===== config.mk =====
export PLATFORM = sky130hd
export DESIGN_NAME = mem_ctrl
export DESIGN_NICKNAME = d
export VERILOG_FILES = /design/src/rtl/mem_ctrl_pkg.sv /design/src/rtl/mem_ctrl.sv
export SDC_FILE = /design/constraint.sdc
export NUM_CORES = 1
export LEC_CHECK = 0
export BUFFER_PORTS_ARGS = -buffer_cell sky130_fd_sc_hd__buf_2
export CAP_MARGIN = 10
export CORE_UTILIZATION = 42
export CTS_CLUSTER_SIZE = 8
export DETAILED_ROUTE_END_ITERATION = 16
export PLACE_DENSITY = 0.68
export SYNTH_ARGS = -nofsm -noshare
export SYNTH_HDL_FRONTEND = slang
export SYNTH_SLANG_ARGS = --single-unit

===== constraint.sdc =====
create_clock -name clk -period 9.25 [get_ports clk]
set_input_delay 1.85 -clock clk [delete_from_list [all_inputs] [get_ports clk]]
set_output_delay 1.85 -clock clk [all_outputs]
set_load 0.03 [all_outputs]

===== src/rtl/mem_ctrl_pkg.sv =====
// Shared types, size codes and load-extension helper for the memory controller.
package mem_ctrl_pkg;

  typedef enum logic [1:0] {StIdle, StRead, StWrite, StDone} state_e;

  // Access size codes carried in precise[1:0].
  localparam logic [1:0] SZ_B = 2'd0;
  localparam logic [1:0] SZ_H = 2'd1;
  localparam logic [1:0] SZ_W = 2'd2;

  localparam logic [31:0] IO_BASE_DEFAULT = 32'h0003_0000;

  // A fetch behaves as an unsigned word load.
  localparam logic [2:0] PRECISE_FETCH = {1'b1, SZ_W};

  // Number of byte cycles for a size code; the unused code 3 is treated as a word.
  function automatic logic [2:0] size_bytes(input logic [1:0] sz);
    case (sz)
      SZ_B:    return 3'd1;
      SZ_H:    return 3'd2;
      default: return 3'd4;
    endcase
  endfunction

  // Sign- or zero-extend a little-endian load result according to funct3.
  function automatic logic [31:0] extend(input logic [31:0] data, input logic [2:0] precise);
    case (precise[1:0])
      SZ_B:    return precise[2] ? {24'h0, data[7:0]} : {{24{data[7]}}, data[7:0]};
      SZ_H:    return precise[2] ? {16'h0, data[15:0]} : {{16{data[15]}}, data[15:0]};
      default: return data;
    endcase
  endfunction

endpackage


===== src/rtl/mem_ctrl.sv =====
// Byte-serialising memory controller arbitrating LSB and instruction fetch onto one RAM port.
module mem_ctrl
  import mem_ctrl_pkg::*;
#(
  parameter logic [31:0] IO_BASE = IO_BASE_DEFAULT
) (
  input  logic        clk,
  input  logic        rst,
  input  logic        rdy,
  input  logic        rollback_config,
  input  logic        lsb_in_config,
  input  logic        lsb_in_ls,
  input  logic [31:0] lsb_in_addr,
  input  logic [31:0] lsb_in_data,
  input  logic [2:0]  lsb_in_precise,
  output logic        lsb_out_config,
  output logic [31:0] lsb_out_data,
  input  logic        ifetch_in_config,
  input  logic [31:0] ifetch_in_addr,
  output logic        ifetch_out_config,
  output logic [31:0] ifetch_out_data,
  input  logic [7:0]  mem_din,
  output logic [7:0]  mem_dout,
  output logic [31:0] mem_a,
  output logic        mem_wr,
  input  logic        io_buffer_full
);

  state_e      state_q, state_d;
  logic [2:0]  idx_q, idx_d;   // bytes issued to the RAM
  logic [2:0]  cap_q, cap_d;   // READ edges taken; byte cap-1 is captured on each
  logic [31:0] buf_q, buf_d;
  logic [31:0] req_addr_q, req_addr_d;
  logic [31:0] req_data_q, req_data_d;
  logic [2:0]  req_prec_q, req_prec_d;
  logic        req_fetch_q, req_fetch_d;
  logic [31:0] mem_a_q, mem_a_d;
  logic [7:0]  mem_dout_q, mem_dout_d;
  logic        mem_wr_q, mem_wr_d;
  logic        lsb_done_q, lsb_done_d;
  logic [31:0] lsb_data_q, lsb_data_d;
  logic        if_done_q, if_done_d;
  logic [31:0] if_data_q, if_data_d;

  logic        store_blocked, idle_go, lsb_accept, if_accept;
  logic [2:0]  req_n;
  logic [1:0]  cap_sel;
  logic [31:0] rd_word;

  // Request arbitration: LSB has priority, a blocked IO store also stalls fetch.
  always_comb begin
    store_blocked = lsb_in_config && !lsb_in_ls && (lsb_in_addr >= IO_BASE) && io_buffer_full;
    idle_go       = (state_q == StIdle) && !rollback_config;
    lsb_accept    = idle_go && lsb_in_config && !store_blocked;
    if_accept     = idle_go && !lsb_in_config && ifetch_in_config;
    req_n         = size_bytes(req_prec_q[1:0]);
    cap_sel       = cap_q[1:0] - 2'd1;
    rd_word       = buf_q;
    rd_word[{cap_sel, 3'b000} +: 8] = mem_din;
  end

  // State register.
  always_ff @(posedge clk or posedge rst) begin
    if (rst) begin
      state_q <= StIdle;
    end else if (rdy) begin
      state_q <= state_d;
    end
  end

  // Next-state logic.
  always_comb begin
    state_d = state_q;
    unique case (state_q)
      StIdle: begin
        if (lsb_accept)     state_d = lsb_in_ls ? StRead : StWrite;
        else if (if_accept) state_d = StRead;
      end
      StRead: begin
        if (rollback_config)     state_d = StIdle;
        else if (cap_q == req_n) state_d = StDone;
      end
      StWrite: begin
        if (idx_q == req_n) state_d = StDone;
      end
      StDone:  state_d = StIdle;
    endcase
  end

  // Datapath and registered-output next values.
  always_comb begin
    idx_d       = idx_q;
    cap_d       = cap_q;
    buf_d       = buf_q;
    req_addr_d  = req_addr_q;
    req_data_d  = req_data_q;
    req_prec_d  = req_prec_q;
    req_fetch_d = req_fetch_q;
    mem_a_d     = mem_a_q;
    mem_dout_d  = mem_dout_q;
    mem_wr_d    = mem_wr_q;
    lsb_done_d  = 1'b0;
    lsb_data_d  = lsb_data_q;
    if_done_d   = 1'b0;
    if_data_d   = if_data_q;
    unique case (state_q)
      StIdle: begin
        if (rollback_config) begin
          mem_a_d = '0;
        end else if (lsb_accept) begin
          req_addr_d  = lsb_in_addr;
          req_data_d  = lsb_in_data;
          req_prec_d  = lsb_in_precise;
          req_fetch_d = 1'b0;
          mem_a_d     = lsb_in_addr;
          idx_d       = 3'd1;
          cap_d       = 3'd0;
          buf_d       = '0;
          mem_wr_d    = !lsb_in_ls;
          if (!lsb_in_ls) mem_dout_d = lsb_in_data[7:0];
        end else if (if_accept) begin
          req_addr_d  = ifetch_in_addr;
          req_prec_d  = PRECISE_FETCH;
          req_fetch_d = 1'b1;
          mem_a_d     = ifetch_in_addr;
          idx_d       = 3'd1;
          cap_d       = 3'd0;
          buf_d       = '0;
          mem_wr_d    = 1'b0;
        end
      end
      StRead: begin
        if (rollback_config) begin
          mem_a_d = '0;
          buf_d   = '0;
        end else begin
          if (idx_q < req_n) begin
            mem_a_d = req_addr_q + {29'd0, idx_q};
            idx_d   = idx_q + 3'd1;
          end
          cap_d = cap_q + 3'd1;
          // The first READ edge only waits out the RAM's one-cycle read latency.
          if (cap_q != 3'd0) buf_d = rd_word;
          if (cap_q == req_n) begin
            mem_a_d = '0;
            if (req_fetch_q) begin
              if_done_d = 1'b1;
              if_data_d = rd_word;
            end else begin
              lsb_done_d = 1'b1;
              lsb_data_d = extend(rd_word, req_prec_q);
            end
          end
        end
      end
      StWrite: begin
        if (idx_q < req_n) begin
          mem_a_d    = req_addr_q + {29'd0, idx_q};
          mem_dout_d = req_data_q[{idx_q[1:0], 3'b000} +: 8];
          idx_d      = idx_q + 3'd1;
        end else begin
          mem_wr_d   = 1'b0;
          mem_a_d    = '0;
          lsb_done_d = 1'b1;
        end
      end
      StDone: ;
    endcase
  end

  // Datapath registers.
  always_ff @(posedge clk or posedge rst) begin
    if (rst) begin
      idx_q       <= '0;
      cap_q       <= '0;
      buf_q       <= '0;
      req_addr_q  <= '0;
      req_data_q  <= '0;
      req_prec_q  <= '0;
      req_fetch_q <= 1'b0;
      mem_a_q     <= '0;
      mem_dout_q  <= '0;
      mem_wr_q    <= 1'b0;
      lsb_done_q  <= 1'b0;
      lsb_data_q  <= '0;
      if_done_q   <= 1'b0;
      if_data_q   <= '0;
    end else if (rdy) begin
      idx_q       <= idx_d;
      cap_q       <= cap_d;
      buf_q       <= buf_d;
      req_addr_q  <= req_addr_d;
      req_data_q  <= req_data_d;
      req_prec_q  <= req_prec_d;
      req_fetch_q <= req_fetch_d;
      mem_a_q     <= mem_a_d;
      mem_dout_q  <= mem_dout_d;
      mem_wr_q    <= mem_wr_d;
      lsb_done_q  <= lsb_done_d;
      lsb_data_q  <= lsb_data_d;
      if_done_q   <= if_done_d;
      if_data_q   <= if_data_d;
    end
  end

  assign mem_a             = mem_a_q;
  assign mem_dout          = mem_dout_q;
  assign mem_wr            = mem_wr_q;
  assign lsb_out_config    = lsb_done_q;
  assign lsb_out_data      = lsb_data_q;
  assign ifetch_out_config = if_done_q;
  assign ifetch_out_data   = if_data_q;

endmodule


**After elaboration in Yosys (flattened, before gate mapping)**

Index checks and enable logic that the tools add are counted.

- RAM bits: 0
- Input port bits: 115
- ROM bits: 0
- Output and inout port bits: 107
- Logic and storage cells: 135
- Bits in latches: 0
- Register bits: 215
- Memories kept: 0

- Equal/unequal tests: 18
- Shift-type cells: 3
- Reductions and logical operators: 30
- Bitwise logic cells: 2
- Div/mod/pow operators: 0
- Multiply operators: 0
- Muxes and demuxes: 60
- Add/sub/neg operators: 5
- Order comparisons: 2

Operators by type and width:

| operator | number |
|---|---|
| two-way mux 32 bit | 14 |
| one-hot mux 32 bit (2 select lines) | 2 |
| one-hot mux 32 bit (3 select lines) | 1 |
| two-way mux 3 bit | 11 |
| adder 32 x 3 -> 32 bit | 1 |
| bitwise mux 32 bit | 1 |
| >= comparator 32 x 18 -> 1 bit (second input constant) | 1 |
| two-way mux 8 bit | 4 |
| variable shift 8 x 7 -> 32 bit (first input constant) | 1 |
| variable part select 32 x 6 -> 8 bit | 1 |
| variable part select 8 x 7 -> 32 bit | 1 |
| AND reduction 5 bit | 6 |
| one-hot mux 8 bit (2 select lines) | 1 |
| AND reduction 4 bit | 4 |
| two-way mux 1 bit | 14 |
| != test 2 bit (second input constant) | 7 |
| two-way mux 2 bit | 6 |
| one-hot mux 3 bit (2 select lines) | 2 |
| != test 3 bit (second input constant) | 3 |
| one-hot mux 3 bit (3 select lines) | 1 |
| logical AND 1 bit | 8 |
| != test 4 bit (second input constant) | 2 |
| one-hot mux 2 bit (4 select lines) | 1 |
| negation 5 -> 7 bit | 1 |
| other kinds (13) | 26 |

**Longest topological paths before layout**

- Depth after elaboration: 9
- Depth in mapped cells: 12
- Mapped depth without buffers: 9

**Worst setup path before layout**

Ideal clock, no wire load.

- Kind: input to register
- Start point: input port lsb_in_addr[20]
- End point: register buf_q[17]
- Path buffers: 1
- Arrival: 3570 ps
- Setup time: 125 ps
- Data required time: 9125 ps
- Stages: 7
- Slack: 5556 ps
- Cell sequence: nor4_1 > a41oi_1 > nor2_2 > o21ai_2 > nor3_4 > buf_4 > mux2_2

- Cells in the longest elaborated chain, start to end: 8
- Elaborated cells on any way between the ends: 10
- Classes of those cells: order compare (1); eq/ne (1); mux (3); reduce/logical (5)

RTL lines:

| element | RTL line | RTL |
|---|---|---|
| start, declared | mem_ctrl.sv:13 | `input logic [31:0] lsb_in_addr,` |
| >= comparator 32 x 18 -> 1 bit (*) | mem_ctrl.sv:52 | `store_blocked = lsb_in_config && !lsb_in_ls && (lsb_in_addr >= IO_BASE) && io_buffer_full;` |
| logical AND 1 bit (*) (2 in series) | mem_ctrl.sv:52 |  |
| zero test 1 bit (*) | mem_ctrl.sv:54 | `lsb_accept = idle_go && lsb_in_config && !store_blocked;` |
| logical AND 1 bit (*) | mem_ctrl.sv:54 |  |
| two-way mux 32 bit | mem_ctrl.sv:110 | `end else if (lsb_accept) begin` |
| two-way mux 32 bit | mem_ctrl.sv:108 | `if (rollback_config) begin` |
| one-hot mux 32 bit (2 select lines) | mem_ctrl.sv:106 | `unique case (state_q)` |
| end signal, assigned | mem_ctrl.sv:191 | `buf_q <= buf_d;` |
| end, declared | mem_ctrl.sv:32 | `logic [31:0] buf_q, buf_d;` |

Mark *: on every way between the ends. The rest lies on a longest branch, timed or not. The select of a mux whose other input is x is not followed.
A chain may end at the register's enable or synchronous reset.

**Final worst setup path**

- Start point: input port lsb_in_ls
- End point: register req_addr_q[31]

- Cells in the longest elaborated chain, start to end: 8
- Elaborated cells on any way between the ends: 9
- Classes of those cells: mux (1); reduce/logical (8)

RTL lines:

| element | RTL line | RTL |
|---|---|---|
| start, declared | mem_ctrl.sv:12 | `input logic lsb_in_ls,` |
| zero test 1 bit (*) | n/a |  |
| logical AND 1 bit (*) (3 in series) | mem_ctrl.sv:52 |  |
| zero test 1 bit (*) | mem_ctrl.sv:54 |  |
| logical AND 1 bit (*) | mem_ctrl.sv:54 |  |
| nonzero test 2 bit (no line) | n/a |  |
| AND reduction 4 bit (no line) | n/a |  |
| end signal, assigned | mem_ctrl.sv:192 | `req_addr_q <= req_addr_d;` |
| end, declared | mem_ctrl.sv:33 | `logic [31:0] req_addr_q, req_addr_d;` |

Mark *: on every way between the ends. The rest lies on a longest branch, timed or not.

==> summary.txt <==
Worst hold path
  • Worst Hold Class: reg -> reg
  • Hold path start: ifetch_out_data[6]

Timing
  • Post-layout min period: 4.39 ns
  • Worst slew pin tran: 1.19 ns
  • Final Slew Violations: 0
  • FMAX: 228 MHz
  • Setup violations, final: 0
  • Final hold vios: 0
  • Tcrit/Tclk final: 47.4%
  • Max-Slew Margin vs Limit: 19.6%
  • Final setup TNS: 0 ns
  • Clk_skew: 0.0108 ns
  • RSZ-0062 raised after global routing: false

Clock network
  • Clock tree buffer depth: 3
  • Max H-tree Level: 1
  • Post-CTS setup buffer count: 0
  • CTS Hold Bufs: 0
  • Clock Pin Slew Worst Setup and Hold Paths: 0.05 ns
  • TritonCTS Buffers: 31
  • Clk Latency, worst-skew pair: 0.54 ns
  • CTS tree: built
  • CTS Sinks: 215
  • Post-CTS sizing: 0
  • Clk root buf: clkbuf_16

Detailed routing
  • Drt first pass iters: 4
  • DRC: 0
  • Via count: 8449
  • Total Wirelength: 26800 um
  • Wire length per cell: 16.7 um
  • Starting DRC count in detailed routing: 485
  • Vias/cell: 5.26
  • Post-route ant nets: 0

GRT
  • GRT overflow: 0
  • Global-route wire length before repair: 43100 um
  • Tot GR Track Use: 20.5%
  • Largest net degree at the start of global routing: 134
  • Vias in the first global route: 8231
  • Initial antenna violation count: 2

Yosys
  • Post-Syn Area per Cell: 10.1 um2
  • Synth Instances: 1070
  • Synth area leaders: dfrtp_1 (50%), mux2_2 (9.1%), nand2_1 (5.1%), a21oi_1 (5.0%), nor2_1 (4.6%)
  • Post-synth top flop: dfrtp_1
  • Area leader, netlist: dfrtp_1
  • Register area share after synthesis: 49.9%
  • Netlist cell types: 64
  • Post-synthesis net count: 1203
  • Mapped Area: 10800 um2
  • FFs w/ async S/R, synth: 100%
  • Post-synth EDFFs: 0
  • Yosys Warn Count: 0
  • Synth top area share: 49.9%
  • Synth Register Bits: 215

Floorplanning
  • Die area: 26300 um2
  • Core Area: 25200 um2
  • Die Y-Extent: 162 um
  • Ports: 222
  • Floorplan row count: 58
  • Die X-Extent: 162 um
  • Initial Util: 42.8%

Final layout
  • Share of cells above drive strength 1: 30.2%
  • Post-route core utilization: 51.2%
  • Layout Area Growth over Synthesis: 19.5%
  • Layout Cells excl Fill: 1606
  • Nets@finish: 1406

Worst setup path
  • Crit Path Max Fanout: 38
  • Req. time, crit path: 9.62 ns
  • Reg2Reg Launch Point: cap_q[0]
  • WS Path Type: in -> reg
  • Critical Path Source Type: input port
  • Worst setup startpoint: lsb_in_ls
  • Endpoint class of the critical path: register
  • CP arrival: 4.75 ns

Pwr
  • Leak: 6.19 nW
  • Power Density: 317 nW/um2
  • Combinational power share: 38.9%
  • Sequential fraction of design power: 37.5%
  • Pint: 2.46 mW
  • Net Switching: 1.63 mW
  • Sw frac: 39.9%
  • Worst vdd ir: 0.173 mV
  • Clock power share: 23.5%

Placed design
  • Placed wire-length estimate: 18300 um
  • Routability cong.: 0.827
  • Post-Place Cells: 1570
  • Port bufs: 221

Flow run
  • Max Cap Viol: 0

Status
  • Run status: finished clean
[final timing paths]
check	to	slack (ns)	cells after the start
setup / recovery	req_addr_q[31]	4.86	6
hold / removal	ifetch_out_data[6]	0.47	2
setup reg to reg	lsb_out_data[20]	5.80	8
hold reg to reg	ifetch_out_data[6]	0.47	2
max in group asynchronous	lsb_out_data[22]	6.13	3
min in group asynchronous	ifetch_out_config	1.52	2
[registers in the layout, summed over array words and instances (netlist names), 2 cells and up]
signal,count
req_data_q,32
mem_dout,8
state_q,2
lsb_out_data,32
cap_q,3
req_addr_q,32
req_prec_q,3
buf_q,32
mem_a,32
idx_q,3
ifetch_out_data,32
[cells in the final DEF, fill, tap and decap left out, types with 20 or more instances in the layout]
cell type / netlist / routed
a21oi_1: 107 / 107
a22oi_1: 30 / 30
buf_2: 22 / 221
clkbuf_16: 0 / 31
dfrtp_1: 215 / 215
inv_1: 21 / 20
mux2_2: 87 / 87
nand2_1: 147 / 147
nor2_1: 131 / 130
nor2b_1: 33 / 33
o21ai_0: 45 / 45
xnor2_1: 20 / 20
[logic make-up (layout without fill, tap and decap cells)]
logic type / Yosys count / in the layout / synth area share [%]
AOI/OAI and AO/OA: 220 / 220 / 12.2
adders and majority gates: 18 / 18 / 2.16
buffers and inverters: 82 / 287 / 3.64
muxes: 118 / 118 / 13.4
other: 0 / 1 / 0
DFF: 215 / 215 / 49.9
and+or+nand+nor: 389 / 389 / 16.4
xor gates and xnor gates: 28 / 28 / 2.27
[synth_stat cells, drive strengths merged (6+ instances only)]
cell type	n
nand4	13
ha	17
xor2	8
a22oi	30
nand2	147
nand2b	11
nor2b	33
mux4	8
dfrtp	215
and3	6
xnor2	20
o21ai	48
clkbuf	26
a21oi	108
nor3	10
nor4	8
a22o	8
inv	22
mux2	105
buf	34
nand3	15
nor2	132
[final cells by class]
class / count / area [um2]
Timing Repair Buffer: 230 / 1170
Clock buffer: 34 / 787
Fill cell: 2320 / 12300
Sequential cell: 215 / 5380
Multi-Input combinational cell: 773 / 5040
Inverter: 22 / 90.1
Antenna cell: 1 / 2.50
Tap cell: 330 / 413
Clock inverter: 1 / 8.76
[metal layers]
layer | part of all wire (%) | global-route usage [%] | vias to the layer above
li1 | - | - | 4119
met1 | 44 | 27.2 | 4050
met2 | 48 | 33.8 | 229
met3 | 5.3 | 4.16 | 49
met4 | 2.6 | 6.00 | 2
met5 | 0.049 | 0 | -
[power by group through the flow]
| stage | clock, mW | combinational, mW | sequential (mW) |
|---|---|---|---|
| final | 0.963 | 1.59 | 1.53 |
| after global routing | 1.03 | 1.75 | 1.58 |
| after CTS | 0.989 | 1.61 | 1.54 |
| after detailed placement | 0 | 1.60 | 1.55 |
| after global placement | 0 | 1.57 | 1.53 |
| after floorplan | 0 | 0.903 | 1.78 |
[worst max-delay path, stage by stage]
cell and delay, ns:
buf_2 0.14, nand2b_1 0.14, a41oi_1 0.52, nand2b_2 0.91, a21o_1 0.94, o21ai_0 0.23
[through the flow]
step	total power [mW]	hold WS, ns	cell area (um2)	setup slack [ns]
after global placement	3.10	0.455	12100	4.33
after floorplan	2.69	0.450	10800	1.52
after global routing	4.36	0.491	12900	4.60
final	4.09	0.469	12900	4.86
after detailed placement	3.15	0.465	12100	4.25
after CTS	4.13	0.476	12900	4.80
Power figures use the tool's default switching activity.
